File: src/rtl/hazard_ctrl.sv
// Hazard and forwarding controller for a 5-stage MIPS pipeline: tracks in-flight writers,
// raises stalls/flushes and registers the EX operand forwarding code.
module hazard_ctrl #(
  parameter int unsigned REG_W = 5,
  parameter int unsigned CNT_W = 16
) (
  input  logic             Clk,
  input  logic             Reset,
  input  logic [REG_W-1:0] RsD,
  input  logic [REG_W-1:0] RtD,
  input  logic             UseRsD,
  input  logic             UseRtD,
  input  logic [REG_W-1:0] WriteRegD,
  input  logic             RegWriteD,
  input  logic             MemToRegD,
  input  logic             FlushReq,
  output logic             StallF,
  output logic             StallD,
  output logic             FlushE,
  output logic [3:0]       FwdTypeE,
  output logic [CNT_W-1:0] StallCount
);

  logic [REG_W-1:0] e_dest_q, e_dest_d, m_dest_q, w_dest_q;
  logic             e_wr_q, e_wr_d, m_wr_q, w_wr_q;
  logic             e_ld_q, e_ld_d, m_ld_q, w_ld_q;
  logic [3:0]       fwd_q, fwd_d;
  logic [CNT_W-1:0] cnt_q, cnt_d;

  logic src_a, src_b;
  logic match_e_a, match_e_b, match_m_a, match_m_b;
  logic lu_a, lu_b, need_a, need_b;
  logic [3:0] code_a, code_b;
  logic stall, squash;

  // WB shadow is kept for completeness; distance-3 values come from the write-first regfile.
  logic unused_wb;
  assign unused_wb = ^{w_dest_q, w_wr_q, w_ld_q};

  always_comb begin
    src_a     = UseRsD & (RsD != '0);
    src_b     = UseRtD & (RtD != '0);
    match_e_a = src_a & e_wr_q & (RsD == e_dest_q);
    match_e_b = src_b & e_wr_q & (RtD == e_dest_q);
    match_m_a = src_a & m_wr_q & (RsD == m_dest_q);
    match_m_b = src_b & m_wr_q & (RtD == m_dest_q);
    lu_a      = match_e_a & e_ld_q;
    lu_b      = match_e_b & e_ld_q;
    need_a    = match_e_a | match_m_a;
    need_b    = match_e_b | match_m_b;

    code_a = 4'd0;
    if (match_e_a)      code_a = 4'd1;
    else if (match_m_a) code_a = m_ld_q ? 4'd7 : 4'd5;

    code_b = 4'd0;
    if (match_e_b)      code_b = 4'd2;
    else if (match_m_b) code_b = m_ld_q ? 4'd8 : 4'd6;

    // The EX mux forwards a single operand, so two forwarded sources must wait a cycle.
    stall  = ~FlushReq & (lu_a | lu_b | (need_a & need_b));
    squash = stall | FlushReq;
  end

  always_comb begin
    e_dest_d = squash ? '0 : WriteRegD;
    e_wr_d   = squash ? 1'b0 : RegWriteD;
    e_ld_d   = squash ? 1'b0 : MemToRegD;

    fwd_d = 4'd0;
    if (!squash) fwd_d = need_a ? code_a : code_b;

    cnt_d = cnt_q;
    if (stall && (cnt_q != {CNT_W{1'b1}})) cnt_d = cnt_q + CNT_W'(1);
  end

  always_ff @(posedge Clk or posedge Reset) begin
    if (Reset) begin
      e_dest_q <= '0;
      e_wr_q   <= 1'b0;
      e_ld_q   <= 1'b0;
      m_dest_q <= '0;
      m_wr_q   <= 1'b0;
      m_ld_q   <= 1'b0;
      w_dest_q <= '0;
      w_wr_q   <= 1'b0;
      w_ld_q   <= 1'b0;
      fwd_q    <= 4'd0;
      cnt_q    <= '0;
    end else begin
      e_dest_q <= e_dest_d;
      e_wr_q   <= e_wr_d;
      e_ld_q   <= e_ld_d;
      m_dest_q <= e_dest_q;
      m_wr_q   <= e_wr_q;
      m_ld_q   <= e_ld_q;
      w_dest_q <= m_dest_q;
      w_wr_q   <= m_wr_q;
      w_ld_q   <= m_ld_q;
      fwd_q    <= fwd_d;
      cnt_q    <= cnt_d;
    end
  end

  assign StallF     = stall;
  assign StallD     = stall;
  assign FlushE     = squash;
  assign FwdTypeE   = fwd_q;
  assign StallCount = cnt_q;

endmodule
File: config.mk
export PLATFORM = sky130hd
export DESIGN_NAME = hazard_ctrl
export DESIGN_NICKNAME = d
export VERILOG_FILES = /design/src/rtl/hazard_ctrl.sv
export SDC_FILE = /design/constraint.sdc
export NUM_CORES = 1
export LEC_CHECK = 0
export CORE_UTILIZATION = 32
export CTS_BUF_LIST = sky130_fd_sc_hd__clkbuf_2 sky130_fd_sc_hd__clkbuf_4 sky130_fd_sc_hd__clkbuf_8
export DETAILED_ROUTE_END_ITERATION = 8
export HOLD_SLACK_MARGIN = 0.1
export PLACE_DENSITY = 0.55
export REMOVE_ABC_BUFFERS = 1
export SYNTH_ARGS = -nofsm -noshare
export SYNTH_HDL_FRONTEND = slang
export SYNTH_SLANG_ARGS = --single-unit
File: constraint.sdc
create_clock -name Clk -period 7.5 [get_ports Clk]
set_clock_uncertainty 0.2 [all_clocks]
set_input_delay 1.125 -clock Clk [delete_from_list [all_inputs] [get_ports Clk]]
set_output_delay 1.125 -clock Clk [all_outputs]
set_load 0.02 [all_outputs]
After elaboration in Yosys (flattened, before gate mapping)
Cells that the tools add are included.

word-level totals
  bits in registers = 34
  input bits = 22
  output and inout bits = 23
  word-level logic and storage cells = 48

cells by class
  $add $sub $neg = 1
  equality and inequality tests = 5
  muxes and demuxes = 11
  bitwise gates (word level) = 20
  reductions and logical operators = 3

operators with widths
  operator               count
  $eq 5x5->1             4
  $mux 4                 5
  $add 16x1->16 const B  1
  $ne 16x16->1 const B   1
  $and 1x1->1            14
  $reduce_bool 5->1      2
  $mux 3                 2
  $mux 5                 1
  $or 1x1->1             5
  $mux 1                 2
  $mux 2                 1
  $logic_and 1x1->1      1
  $not 1->1              1

Longest topological paths before layout
  depth in word-level cells = 10
  depth in mapped cells = 8
  gate-level depth less buffers = 7

Worst setup path after synthesis
OpenSTA, ideal clock, no wires.

  path type = in2out
  start = in RsD[4]
  end = out StallF
  arrival time = 2.654 ns
  required time = 6.175 ns
  path slack = 3.521 ns
  cell stages on the path = 7
  buffers on the path = 2
  cell sequence = xor2_1 -> nor4_2 -> and4_4 -> o22ai_4 -> a211oi_4 -> buf_6 -> buf_4

between the ends
  longest elaborated chain between the ends = 8
  elaborated cells on any way between the ends = 14
  classes of those cells = 2 x eq/ne; 11 x bitwise; 1 x reduce/logical

RTL lines
  element                                             RTL line  RTL
  start: declaration                                  9         input logic [REG_W-1:0] RsD,
  $reduce_bool 5->1                                   41        src_a = UseRsD & (RsD != '0);
  $and 1x1->1                                         41
  $and 1x1->1, on equally long branches (2 in a row)  43, 45
  $and 1x1->1 / $or 1x1->1 (equally long branches)    47, 49
  $or 1x1->1 / $and 1x1->1 (equally long branches)    61        stall = ~FlushReq & (lu_a | lu_b | (need_a & need_b));
  $or 1x1->1 *                                        61
  $and 1x1->1 *                                       61
  end: declaration                                    17        output logic StallF,

Every way passes the cells marked *; elsewhere a longest branch is shown, timed or not.

Worst setup path in the final report
Ends and elaborated chain as after synthesis.

==> flow_metrics.env <==
export IMPL_die_height_um=75.40
export IMPL_layout_cells_most_common_list="sky130_fd_sc_hd__clkdlybuf4s50_1, sky130_fd_sc_hd__dfrtp_1, sky130_fd_sc_hd__xnor2_1"
export IMPL_switching_share=0.2254
export IMPL_timing_hold_worst_class="register to register"
export IMPL_synth_compound_area_frac=0.05515
export IMPL_area_delta_synth_final_pct=35.05
export IMPL_cts_tree="done"
export IMPL_grtUsageMet2=0.2609
export IMPL_synthesis_instances=155
export IMPL_fp_dieArea_um2=5685
export IMPL_htree_levels=2
export IMPL_mostFrequentLayoutCell="sky130_fd_sc_hd__clkdlybuf4s50_1"
export IMPL_switchingPower_uw=82.85
export IMPL_cts_resized_gates=0
export IMPL_p_int_uw=284.6
export IMPL_drt_pass1_iterations=4
export IMPL_maxCapViolations=0
export IMPL_synth_area_mux_share=0.01959
export IMPL_wl_per_cell_um=13.63
export IMPL_final_util=0.4530
export IMPL_antenna_violations_before_repair=0
export IMPL_critPathKind="primary input to output pin"
export IMPL_place_gp_congestion=0.8510
export IMPL_fp_coreArea_um2=5140
export IMPL_synth_cell_area_um2=1724
export IMPL_buffer_ports_inserted=44
export IMPL_clkSinkCount=34
export IMPL_number_of_synthesized_register_bits=34
export IMPL_dieWidth_um=75.40
export IMPL_finalPower_uw=367.5
export IMPL_clk_insertion_delay_late_ns=0.28
export IMPL_grt_pass1_wl_um=6292
export IMPL_grt_util_met1=0.1727
export IMPL_number_of_global_route_vias_before_repair=1390
export IMPL_rsz0062_at_grt="no"
export IMPL_share_of_synthesized_cell_area_in_full_adder_half_adder_and_majority_cells=0.007257
export IMPL_worstSetupStartpointType="primary input"
export IMPL_worst_slew_pin_slew_ns=0.7655
export IMPL_finalSetupViolations=0
export IMPL_hold_buffers=0
export IMPL_via_count=1326
export IMPL_routed_wire_length_um=3734
export IMPL_clock_fmax_ghz=0.1863
export IMPL_synth_sequential_area_ratio=0.4935
export IMPL_dp_hpwl_um=2715
export IMPL_vias_per_cell=4.839
export IMPL_post_synth_num_cell_types=33
export IMPL_crit_fanout=18
export IMPL_synth_edf_count=0
export IMPL_initial_core_util=0.3354
export IMPL_number_of_failing_hold_endpoints_at_the_final_stage=0
export IMPL_min_period_ns=5.368
export IMPL_layout_cells_non_filler=274
export IMPL_grt_start_max_net_pins=35
export IMPL_place_detailed_instances=266
export IMPL_m3_gr_usage=0.04101
export IMPL_ir_worst_vdd_uv=64.70
export IMPL_power_share_clock=0.380
export IMPL_postSynth_topFlopCell="sky130_fd_sc_hd__dfrtp_1"
export IMPL_clk_transition_reported_paths_ns=0.07
export IMPL_total_nets_final=226
export IMPL_synth_simple_gate_area_share=0.2380
export IMPL_overflow=0
export IMPL_globalRoute_busiestLayer="met2"
export IMPL_power_share_combinational=0.097
export IMPL_combinational_family_with_the_most_area_after_synthesis="simple AND/OR/NAND/NOR gates"
export IMPL_post_synth_cell_area_avg_um2=11.12
export IMPL_postSynth_asyncResetShare=1.000
export IMPL_fin_crit_sh=0.7157
export IMPL_pin_count=45
export IMPL_clock_tree_root_cell="sky130_fd_sc_hd__clkbuf_8"
export IMPL_slew_headroom=0.4880
export IMPL_arrival_time_worst_endpoint_ns=4.04
export IMPL_synth_xor_area_frac=0.1626
export IMPL_cts_root_to_sink_buffers=2
export IMPL_outcome="finished clean"
export IMPL_grt_total_usage=0.1490
export IMPL_drtIter0Drc=45
export IMPL_share_seq_of_total_power=0.523
export IMPL_synth_warnings=0
export IMPL_fillcell_total=505
export IMPL_worst_setup_path_end_kind="output pin"
export IMPL_detail_route_antenna_nets=0
export IMPL_cts_post_setup_buffers_inserted=0
export IMPL_fraction_of_layout_cells_with_a_size_suffix_above_1=0.1225
export IMPL_report_final_slew_viol_count=0
export IMPL_cellPowerDensity_nw_per_um2=157.8
export IMPL_cp_data_required_time_ns=6.17
export IMPL_rows=26
export IMPL_post_route_drc_count=0
export IMPL_timing_setup_tns_ns=0
export IMPL_power_static_leakage_nw=0.9924
export IMPL_antenna_cells=0
export IMPL_tritoncts_num_buffers=5
-- metrics by stage --
step	instance area [um^2]	hold slack [ns]	worst slack, ns
6_report	2328	0.1767	2.132
5_1_grt	2328	0.1861	2.055
4_1_cts	2328	0.1828	2.181
3_5_place_dp	2233	0.1663	2.202
3_3_place_gp	2233	0.1691	2.218
2_1_floorplan	1698	0.1537	3.476
-- cell families (layout without fill, tap and decap cells) --
kind of cell | Yosys count | after routing
adder cells (fa/ha/maj) | 1 | 1
multiplexers | 3 | 3
flip-flops | 34 | 34
AND/OR/NAND/NOR | 68 | 68
AO/OA/AOI/OAI | 9 | 9
buffers and inverters | 8 | 57
XOR/XNOR | 32 | 32
-- Yosys cell counts (2+ instances only) --
library cell                n  area, um^2
sky130_fd_sc_hd__dfrtp_1   34       850.8
sky130_fd_sc_hd__xnor2_1   20       175.2
sky130_fd_sc_hd__xor2_1    12       105.1
sky130_fd_sc_hd__nand2_1   10       37.54
sky130_fd_sc_hd__nand3_1   10       50.05
sky130_fd_sc_hd__and2_1     9       56.30
sky130_fd_sc_hd__nand4_1    7       43.79
sky130_fd_sc_hd__and3_1     6       37.54
sky130_fd_sc_hd__and3_2     6       45.04
sky130_fd_sc_hd__nor2_1     6       22.52
sky130_fd_sc_hd__inv_1      4       15.01
sky130_fd_sc_hd__and4_2     3       30.03
sky130_fd_sc_hd__mux2_1     3       33.78
sky130_fd_sc_hd__a31oi_1    2       12.51
sky130_fd_sc_hd__clkbuf_1   2       7.510
sky130_fd_sc_hd__nor3_1     2       10.01
sky130_fd_sc_hd__nor4_1     2       12.51
sky130_fd_sc_hd__nor4_2     2       25.02
-- flip-flops by register name, summed over array words and instances, names as in the netlist --
name,count
m_dest_q,5
e_wr_q,1
StallCount,16
m_wr_q,1
e_ld_q,1
m_ld_q,1
e_dest_q,5
FwdTypeE,4
-- area by class of cell --
type                    count  area (um^2)  share of cell area
flip-flops and latches     34        850.8              0.3654
multi-input cells         113        832.0              0.3573
repair buffers             45        447.9              0.1924
clock buffers               7        90.09             0.03869
well taps                  70        87.58             0.03761
inverters                   4        15.01            0.006448
clock inverters             1        5.005            0.002149
-- per-layer routing --
layer / routed length (um) / vias up
met5: 0 / -
met4: 71 / 0
met3: 239 / 10
met2: 1799 / 45
met1: 1623 / 638
li1: - / 633
-- worst max-delay path, cell delays in order --
cell and delay (ns):
sky130_fd_sc_hd__clkdlybuf4s50_1 0.49, sky130_fd_sc_hd__xor2_1 0.20, sky130_fd_sc_hd__nor4_2 0.39, sky130_fd_sc_hd__and4_4 0.31, sky130_fd_sc_hd__o22ai_4 0.09, sky130_fd_sc_hd__a211oi_4 0.69, sky130_fd_sc_hd__clkdlybuf4s50_1 0.74
-- final timing paths --
check	start	to	slack (ns)	cells after the start
worst max-delay path	RsD[4]	StallF	2.13	7
worst min-delay path	e_ld_q	m_ld_q	0.18	0
worst max register to register	e_dest_q[4]	StallCount[14]	4.59	7
worst min register to register	e_ld_q	m_ld_q	0.18	0
max in group asynchronous	Reset	FwdTypeE[1]	5.75	3
min in group asynchronous	Reset	e_dest_q[2]	1.05	3
-- power groups by stage --
stage               logic [mW]  registers, mW  clock network, mW
finish                  0.0357          0.192              0.140
global route            0.0398          0.193              0.155
CTS                     0.0362          0.192              0.146
detailed placement      0.0358          0.196                  0
global placement        0.0358          0.196                  0
floorplan               0.0163          0.195                  0
Note: power is estimated with default switching activity, not from simulation.
